==> config.mk <==
export PLATFORM = sky130hd
export DESIGN_NAME = fetch_stage
export DESIGN_NICKNAME = d
export VERILOG_FILES = /design/src/rtl/rv32i_pkg.sv /design/src/rtl/if_id_reg.sv /design/src/rtl/fetch_stage.sv
export SDC_FILE = /design/constraint.sdc
export NUM_CORES = 1
export LEC_CHECK = 0
export ABC_AREA = 1
export CAP_MARGIN = 10
export CORE_MARGIN = 4
export CORE_UTILIZATION = 49
export DETAILED_ROUTE_END_ITERATION = 7
export PLACE_DENSITY = 0.81
export SLEW_MARGIN = 15
export SYNTH_ARGS = -nofsm -noshare
export SYNTH_HDL_FRONTEND = slang
export SYNTH_HIERARCHICAL = 1
export SYNTH_SLANG_ARGS = --single-unit
==> constraint.sdc <==
create_clock -name clk -period 2.35 [get_ports clk]
set_input_delay 0.47 -clock clk [delete_from_list [all_inputs] [get_ports clk]]
set_output_delay 0.47 -clock clk [all_outputs]
set_load 0.005 [all_outputs]
==> src/rtl/rv32i_pkg.sv <==
// Shared rv32i pipeline definitions: FSM states, fault codes, fixed encodings.
// Latency: n/a (declarations only).
// Backpressure: n/a.
package rv32i_pkg;

    localparam int DEFAULT_PC_WIDTH = 16;

    // addi x0,x0,0 is the bubble; ecall stops fetch.
    localparam logic [31:0] NOP_INSTR  = 32'h0000_0013;
    localparam logic [31:0] HALT_INSTR = 32'h0000_0073;

    localparam logic [1:0] FAULT_NONE     = 2'b00;
    localparam logic [1:0] FAULT_MISALIGN = 2'b01;
    localparam logic [1:0] FAULT_RANGE    = 2'b10;

    typedef enum logic [1:0] {
        BOOT = 2'd0,
        RUN  = 2'd1,
        HALT = 2'd2
    } fetch_state_t;

endpackage

==> src/rtl/if_id_reg.sv <==
// IF/ID pipeline register with load, flush (bubble) and drop (invalidate) controls.
// Latency: one clock from cap_* to outputs.
// Backpressure: holds contents whenever no control is asserted (stall).
// Ports: clk/rst_n; load/flush/drop controls (load > flush > drop);
//        cap_instr/cap_pc/cap_pc_plus4 capture data; valid/instr/pc/pc_plus4 outputs.
module if_id_reg #(
    parameter int          PC_WIDTH  = rv32i_pkg::DEFAULT_PC_WIDTH,
    parameter logic [31:0] NOP_INSTR = rv32i_pkg::NOP_INSTR
) (
    input  logic                clk,
    input  logic                rst_n,
    input  logic                load,
    input  logic                flush,
    input  logic                drop,
    input  logic [31:0]         cap_instr,
    input  logic [PC_WIDTH-1:0] cap_pc,
    input  logic [PC_WIDTH-1:0] cap_pc_plus4,
    output logic                valid,
    output logic [31:0]         instr,
    output logic [PC_WIDTH-1:0] pc,
    output logic [PC_WIDTH-1:0] pc_plus4
);

    always_ff @(posedge clk or negedge rst_n) begin
        if (!rst_n) begin
            valid    <= 1'b0;
            instr    <= NOP_INSTR;
            pc       <= '0;
            pc_plus4 <= '0;
        end else if (load) begin
            valid    <= 1'b1;
            instr    <= cap_instr;
            pc       <= cap_pc;
            pc_plus4 <= cap_pc_plus4;
        end else if (flush) begin
            // Bubble: the address fields keep their last values.
            valid <= 1'b0;
            instr <= NOP_INSTR;
        end else if (drop) begin
            // Invalidate only; the stale instruction stays for debug visibility.
            valid <= 1'b0;
        end
    end

endmodule

==> src/rtl/fetch_stage.sv <==
// rv32i instruction fetch: owns the PC, addresses the combinational IM, fills IF/ID.
// Latency: instruction on id_* one edge after its address is on imem_pc; first valid at edge 2 after reset.
// Backpressure: stall holds pc and IF/ID; redirect overrides stall; halt is sticky until reset.
// Ports: clk, rst_n; imem_pc/imem_instr to IM; stall, redirect, redirect_target in;
//        id_valid/id_instr/id_pc/id_pc_plus4 to decode; halted, fault_cause, fetch_count status.
module fetch_stage #(
    parameter int                  PC_WIDTH     = rv32i_pkg::DEFAULT_PC_WIDTH,
    parameter logic [PC_WIDTH-1:0] RESET_VECTOR = '0,
    parameter int                  IMEM_WORDS   = 64,
    parameter logic [31:0]         HALT_INSTR   = rv32i_pkg::HALT_INSTR,
    parameter logic [31:0]         NOP_INSTR    = rv32i_pkg::NOP_INSTR
) (
    input  logic                clk,
    input  logic                rst_n,
    output logic [PC_WIDTH-1:0] imem_pc,
    input  logic [31:0]         imem_instr,
    input  logic                stall,
    input  logic                redirect,
    input  logic [PC_WIDTH-1:0] redirect_target,
    output logic                id_valid,
    output logic [31:0]         id_instr,
    output logic [PC_WIDTH-1:0] id_pc,
    output logic [PC_WIDTH-1:0] id_pc_plus4,
    output logic                halted,
    output logic [1:0]          fault_cause,
    output logic [31:0]         fetch_count
);
    import rv32i_pkg::*;

    fetch_state_t        state, state_next;
    logic [PC_WIDTH-1:0] pc, pc_next;
    logic [1:0]          fault_next;
    logic [31:0]         count_next;
    logic                ifid_load, ifid_flush, ifid_drop;
    logic [PC_WIDTH-1:0] pc_plus4;
    logic                out_of_range;

    // Natural modulo-2^PC_WIDTH wrap (FFFC -> 0000).
    assign pc_plus4     = pc + PC_WIDTH'(4);
    assign out_of_range = 32'(pc[PC_WIDTH-1:2]) >= 32'(IMEM_WORDS);
    assign imem_pc      = pc;
    assign halted       = (state == HALT);

    always_ff @(posedge clk or negedge rst_n) begin
        if (!rst_n) begin
            state       <= BOOT;
            pc          <= RESET_VECTOR;
            fault_cause <= FAULT_NONE;
            fetch_count <= '0;
        end else begin
            state       <= state_next;
            pc          <= pc_next;
            fault_cause <= fault_next;
            fetch_count <= count_next;
        end
    end

    always_comb begin
        state_next = state;
        pc_next    = pc;
        fault_next = fault_cause;
        count_next = fetch_count;
        ifid_load  = 1'b0;
        ifid_flush = 1'b0;
        ifid_drop  = 1'b0;
        unique case (state)
            BOOT: begin
                state_next = RUN;
            end
            RUN: begin
                if (redirect) begin
                    if (redirect_target[1:0] != 2'b00) begin
                        fault_next = FAULT_MISALIGN;
                        state_next = HALT;
                        ifid_drop  = 1'b1;
                    end else begin
                        pc_next    = redirect_target;
                        ifid_flush = 1'b1;
                    end
                end else if (stall) begin
                    // Everything holds.
                end else if (out_of_range) begin
                    fault_next = FAULT_RANGE;
                    state_next = HALT;
                    ifid_drop  = 1'b1;
                end else begin
                    ifid_load  = 1'b1;
                    count_next = fetch_count + 32'd1;
                    if (imem_instr == HALT_INSTR) begin
                        // pc stays on the ecall so the halt address is observable.
                        state_next = HALT;
                    end else begin
                        pc_next = pc_plus4;
                    end
                end
            end
            HALT: begin
                // Keep the ecall visible while decode is stalled, then drain.
                if (!stall) begin
                    ifid_flush = 1'b1;
                end
            end
            default: begin
                state_next = HALT;
            end
        endcase
    end

    if_id_reg #(
        .PC_WIDTH  (PC_WIDTH),
        .NOP_INSTR (NOP_INSTR)
    ) u_if_id (
        .clk          (clk),
        .rst_n        (rst_n),
        .load         (ifid_load),
        .flush        (ifid_flush),
        .drop         (ifid_drop),
        .cap_instr    (imem_instr),
        .cap_pc       (pc),
        .cap_pc_plus4 (pc_plus4),
        .valid        (id_valid),
        .instr        (id_instr),
        .pc           (id_pc),
        .pc_plus4     (id_pc_plus4)
    );

endmodule

After elaboration in Yosys (flattened, before gate mapping)
Index checks and enable logic that the tools add are counted.
{"block": "word_totals", "reg_bits": 117, "input_bits": 52, "wordCells": 68}
{"block": "classes", "n_addsub": 2, "magnitude_cmp": 1, "eq_ne": 11, "n_mux": 33, "bitwise_logic": 4, "reduce_logical": 9}
{"op": "16-bit 2-to-1 mux", "count": 5}
{"op": "32-bit 2-to-1 mux", "count": 2}
{"op": "32-bit by 1-bit adder with 32-bit output (second input constant)", "count": 1}
{"op": "32-bit by 7-bit equality test with 1-bit output (second input constant)", "count": 1}
{"op": "2-bit 2-to-1 mux", "count": 9}
{"op": "16-bit by 3-bit adder with 16-bit output (second input constant)", "count": 1}
{"op": "1-bit 2-to-1 mux", "count": 15}
{"op": "14-bit by 7-bit >= comparator with 1-bit output (second input constant)", "count": 1}
{"op": "4-bit AND reduction", "count": 3}
{"op": "2-bit != test (second input constant)", "count": 3}
{"op": "3-bit != test (second input constant)", "count": 2}
{"op": "2-bit case mux with 3 select lines", "count": 1}
{"op": "2-bit nonzero test", "count": 3}
{"op": "5-bit AND reduction", "count": 1}
{"op": "2-bit by 1-bit != test with 1-bit output (second input constant)", "count": 2}
{"op": "4-bit != test (second input constant)", "count": 1}
{"op": "1-bit NOT", "count": 4}
{"op": "3-bit nonzero test", "count": 1}
{"op": "2-bit by 1-bit equality test with 1-bit output (second input constant)", "count": 1}
{"op": "2-bit equality test (second input constant)", "count": 1}
{"op": "2-bit logical NOT", "count": 1}
{"op": "1-bit case mux with 2 select lines", "count": 1}

Longest topological paths before layout
{"block": "logic_depth", "depth_word": 8, "ltp_mapped": 11}

Hierarchy
The synthesis kept the hierarchy.
{"module": "fetch_stage", "n_inst": 1, "cells_per_inst": 553, "area_per_inst_um2": 3651.0, "seq_area_each_um2": 1301.2}
{"module": "if_id_reg", "n_inst": 1, "cells_per_inst": 283, "area_per_inst_um2": 2482.4, "seq_area_each_um2": 1630.3}

Worst setup path before layout
OpenSTA, ideal clock, no wires.
{"block": "synth_timing", "path_kind": "register to register", "startpoint": "register state[1]", "endpoint": "register u_if_id.instr[10]", "setup_time_ns": 0.116, "t_arrival_ns": 1.660, "required_time_ns": 2.234, "slack_ns": 0.573, "path_stages_with_launch": 11, "path_cell_list": "dfrtp_1 > inv_1 > ha_1 > inv_1 > nor2_1 > inv_1 > a21boi_0 > nor2_2 > buf_2 > nand2_1 > nand2_1"}
{"block": "synth_via", "elab_chain_len": 3, "elab_cells_between_ends": 6, "classes_between": "eq/ne (2); mux (3); reduce/logical (1)"}
{"element": "from (decl)", "line": "fetch_stage.sv:30", "text": "fetch_state_t state, state_next;"}
{"element": "from (signal assigned)", "line": "fetch_stage.sv:51", "text": "state <= state_next;"}
{"element": "2-bit equality test or 2-bit by 1-bit equality test with 1-bit output (tied branches)", "line": "fetch_stage.sv:66", "text": "unique case (state)"}
{"element": "1-bit case mux with 2 select lines (*)", "line": "fetch_stage.sv:66"}
{"element": "net ifid_flush", "line": "fetch_stage.sv:34", "text": "logic ifid_load, ifid_flush, ifid_drop;"}
{"element": "2-bit nonzero test (no line) (*)"}
{"element": "to (signal assigned)", "line": "if_id_reg.sv:32", "text": "instr <= cap_instr;"}
{"element": "to (decl)", "line": "if_id_reg.sv:19", "text": "output logic [31:0] instr,"}
Mark *: on every way through the listed nets, which the timed path passes. The rest lies on a longest branch.
A chain may end at the register's enable or synchronous reset.

Final worst setup path
{"block": "layout_timing", "startpoint": "register state[0]", "endpoint": "output halted"}
{"block": "layout_via", "elab_chain_len": 1}
{"element": "2-bit equality test", "line": "fetch_stage.sv:42", "text": "assign halted = (state == HALT);"}
{"element": "to (decl)", "line": "fetch_stage.sv:24", "text": "output logic halted,"}
No other way between the ends.

==> flow_metrics.env <==
export IMPL_status="finished, final reports clean"
export IMPL_cts_tree="yes"
export IMPL_max_slew_margin_pct=59.9
export IMPL_fin_crit_ns=2.13
export IMPL_netSwitchingFraction_pct=30.4
export IMPL_hpwl_um=12100
export IMPL_finalCritPeriodShare_pct=90.6
export IMPL_yosysWarningCount=6
export IMPL_yosys_top_cells_area="dfrtp_1 47%, nand2_1 27%, nor2_1 5.0%, inv_1 2.6%, nand3_1 2.6%"
export IMPL_synth_cell_types=35
export IMPL_port_buffers=167
export IMPL_fill_cells=965
export IMPL_regArea_mm2=0.00293
export IMPL_root_buffer="clkbuf_16"
export IMPL_netlist_instances=836
export IMPL_critPathTopFamily="buffers and inverters"
export IMPL_intPower_uw=6410
export IMPL_synth_edf_count=0
export IMPL_die_w_um=120
export IMPL_die_y_um=120
export IMPL_synth_simple_area_share_pct=40.8
export IMPL_core_area_mm2=0.0121
export IMPL_cp_arrival_ns=1.66
export IMPL_grt_ovfl_total=0
export IMPL_yosys_area_share_adder_pct=1.22
export IMPL_cts_sinks=117
export IMPL_netlist_area_leader_share_pct=46.5
export IMPL_drt_initial_drc_count=580
export IMPL_cp_startpoint="state[0]"
export IMPL_path_class="reg -> out"
export IMPL_start_util_pct=50.6
export IMPL_r2r_end="u_if_id/instr[13]"
export IMPL_setup_violations=0
export IMPL_pwr_share_clk_pct=31.0
export IMPL_p_switching_uw=2800
export IMPL_synth_top_area_cell="dfrtp_1"
export IMPL_tns_ns=0
export IMPL_crit_cells=3
export IMPL_cts_made_buffers=17
export IMPL_end_kind="output pin"
export IMPL_ys_seq_area_share_pct=47.8
export IMPL_finalHoldViolations=0
export IMPL_cap_violations=0
export IMPL_syn_cell_area_mm2=0.00613
export IMPL_antenna_found_initial=0
export IMPL_cts_path_max_buffers=2
export IMPL_drv_slew=0
export IMPL_ys_seq_elements=117
export IMPL_place_area_mm2=0.00803
export IMPL_regToRegStartpoint="state[1]"
export IMPL_post_place_ws_ns=0.0249
export IMPL_critPathLaunchType="register"
export IMPL_rrSetupSlack_ns=0.37
export IMPL_final_antenna_net_count=0
export IMPL_ys_async_sr_fraction_pct=100
export IMPL_synthMuxAreaShare_pct=0
export IMPL_critical_path_cell_chain="inv_1, ha_1, clkdlybuf4s50_1"
export IMPL_max_clock_freq_mhz=470
export IMPL_multiInputGateArea_mm2=0.00286
export IMPL_htree_levels=4
export IMPL_synth_xor_area_share_pct=2.98
export IMPL_max_stage_delay_ns=0.56
export IMPL_grt_setup_unrepaired="no"
export IMPL_tightest_slew_ns=0.600
export IMPL_drive_above_1_share_pct=7.39
export IMPL_holdWs_ns=0.000254
export IMPL_vias_per_cell=4.95
export IMPL_cts_resized=0
export IMPL_power_leakage_uw=0.00423
export IMPL_synth_top_family_by_area="simple AND/OR/NAND/NOR gates"
export IMPL_crit_end="halted"
export IMPL_cts_setup_buffers=0
export IMPL_cp_num_buf_inv=2
export IMPL_grt_use_total_pct=23.8
export IMPL_wl_per_cell_um=13.9
export IMPL_rows=40
export IMPL_num_io_pins=168
export IMPL_hold_buffers=0
export IMPL_clkTransAtPathRegs_ns=0.05
export IMPL_wirelength_um=16700
export IMPL_final_cell_area_mm2=0.00868
export IMPL_synth_area_per_cell_um2=7.34
export IMPL_p_seq_share_pct=35.6
export IMPL_cp_max_fo=3
export IMPL_drt_pass1_iter_count=5
export IMPL_fin_ws_ns=0.222
export IMPL_combPwrFrac_pct=33.4
export IMPL_cp_required_ns=1.88
export IMPL_grt_pass1_wl_um=27400
export IMPL_drc=0
export IMPL_synth_compound_area_share_pct=1.59
export IMPL_place_gp_congestion=0.905
export IMPL_worst_ir_drop_vdd_v=0.000684
export IMPL_syn_num_nets=894
export IMPL_areaGrowthSynthToFinish_pct=41.5
export IMPL_grt_pass1_vias=5732
export IMPL_hold_path_class="in -> async"
export IMPL_clk_latency_ns=0.41
export IMPL_crit_slowest_cell="clkdlybuf4s50_1"
export IMPL_reg2regPathDepth=10
export IMPL_powerDensity_mw_per_mm2=1060
export IMPL_fin_nets=1074
export IMPL_vias=5920
export IMPL_die_area_mm2=0.0144
export IMPL_diodes=0
export IMPL_ys_flop_type="dfrtp_1"
export IMPL_skew_ns=0.00646
export IMPL_grt_max_degree=41
-- cells in the final DEF, fill, tap and decap left out, types with 12 or more instances in the layout --
master,instances
o21ai_0,12
nor2_1,82
dfrtp_1,114
inv_1,43
nand4_1,12
nand2_1,445
clkbuf_16,17
nand3_1,32
clkdlybuf4s50_1,166
xor2_1,14
buf_4,13
-- metrics by stage --
step	total power (uW)	instances	utilization (%)
floorplan	4420	836	-
global placement	6320	1165	66.3
detailed placement	6370	1165	66.3
CTS	9270	1197	71.7
global route	9770	1197	71.7
finish	9210	1197	71.7
-- Yosys cell counts (4+ instances only) --
cell type / number
xnor2_1: 5
nor2_2: 7
nor2_1: 82
ha_1: 6
nand2_1: 445
nand4_1: 12
clkbuf_1: 4
buf_6: 4
and2_1: 6
buf_4: 9
dfrtp_1: 114
inv_1: 43
xor2_1: 14
nand3b_1: 9
nand3_1: 32
buf_2: 5
o21ai_0: 12
-- metal layers --
| layer | track usage, % | wire, um | share of wire, % |
|---|---|---|---|
| met1 | 30.0 | 6990 | 42 |
| met2 | 39.0 | 8070 | 48 |
| met3 | 6.13 | 1180 | 7.1 |
| met4 | 10.1 | 428 | 2.6 |
| met5 | 0 | 0 | 0 |
-- power groups by stage --
stage	combinational [uW]	clock (uW)	sequential (uW)
floorplan	1130	0	3290
detailed placement	3080	0	3290
CTS	3110	2880	3280
global placement	3020	0	3300
global route	3390	2990	3390
finish	3070	2860	3280
-- flip-flops by register name, indices dropped and copies added, names as in the netlist --
signal / cells
u_if_id/valid: 1
imem_pc: 16
state: 2
fault_cause: 2
u_if_id/pc: 16
u_if_id/instr: 32
fetch_count: 32
u_if_id/pc_plus4: 16
-- area by class of cell --
cell class / count / area share [%]
Clock buffer: 23 / 5.51
Clock inverter: 9 / 1.99
Inverter: 48 / 2.19
Multi-Input combinational cell: 649 / 32.9
Sequential cell: 117 / 33.8
Tap cell: 168 / 2.42
Timing Repair Buffer: 183 / 21.2
-- kinds of logic after synthesis --
| logic type | after synthesis |
|---|---|
| fa+ha+maj | 6 |
| simple gates | 606 |
| buf+inv | 70 |
| compound gates | 17 |
| flops | 117 |
| xor+xnor | 20 |
-- worst min-delay path by stage --
stage	from	endpoint	slack (ns)	depth (start not counted)
final	rst_n	u_if_id/instr[31]	0.0003	1
after detailed placement	rst_n	u_if_id/instr[21]	0.44	1
after global routing	rst_n	u_if_id/instr[29]	0.02	1
after floorplan	rst_n	fault_cause[0]	0.17	0
after global placement	rst_n	u_if_id/instr[20]	0.44	1
after CTS	rst_n	u_if_id/instr[24]	0.0009	1
(Power assumes the default switching activity.)
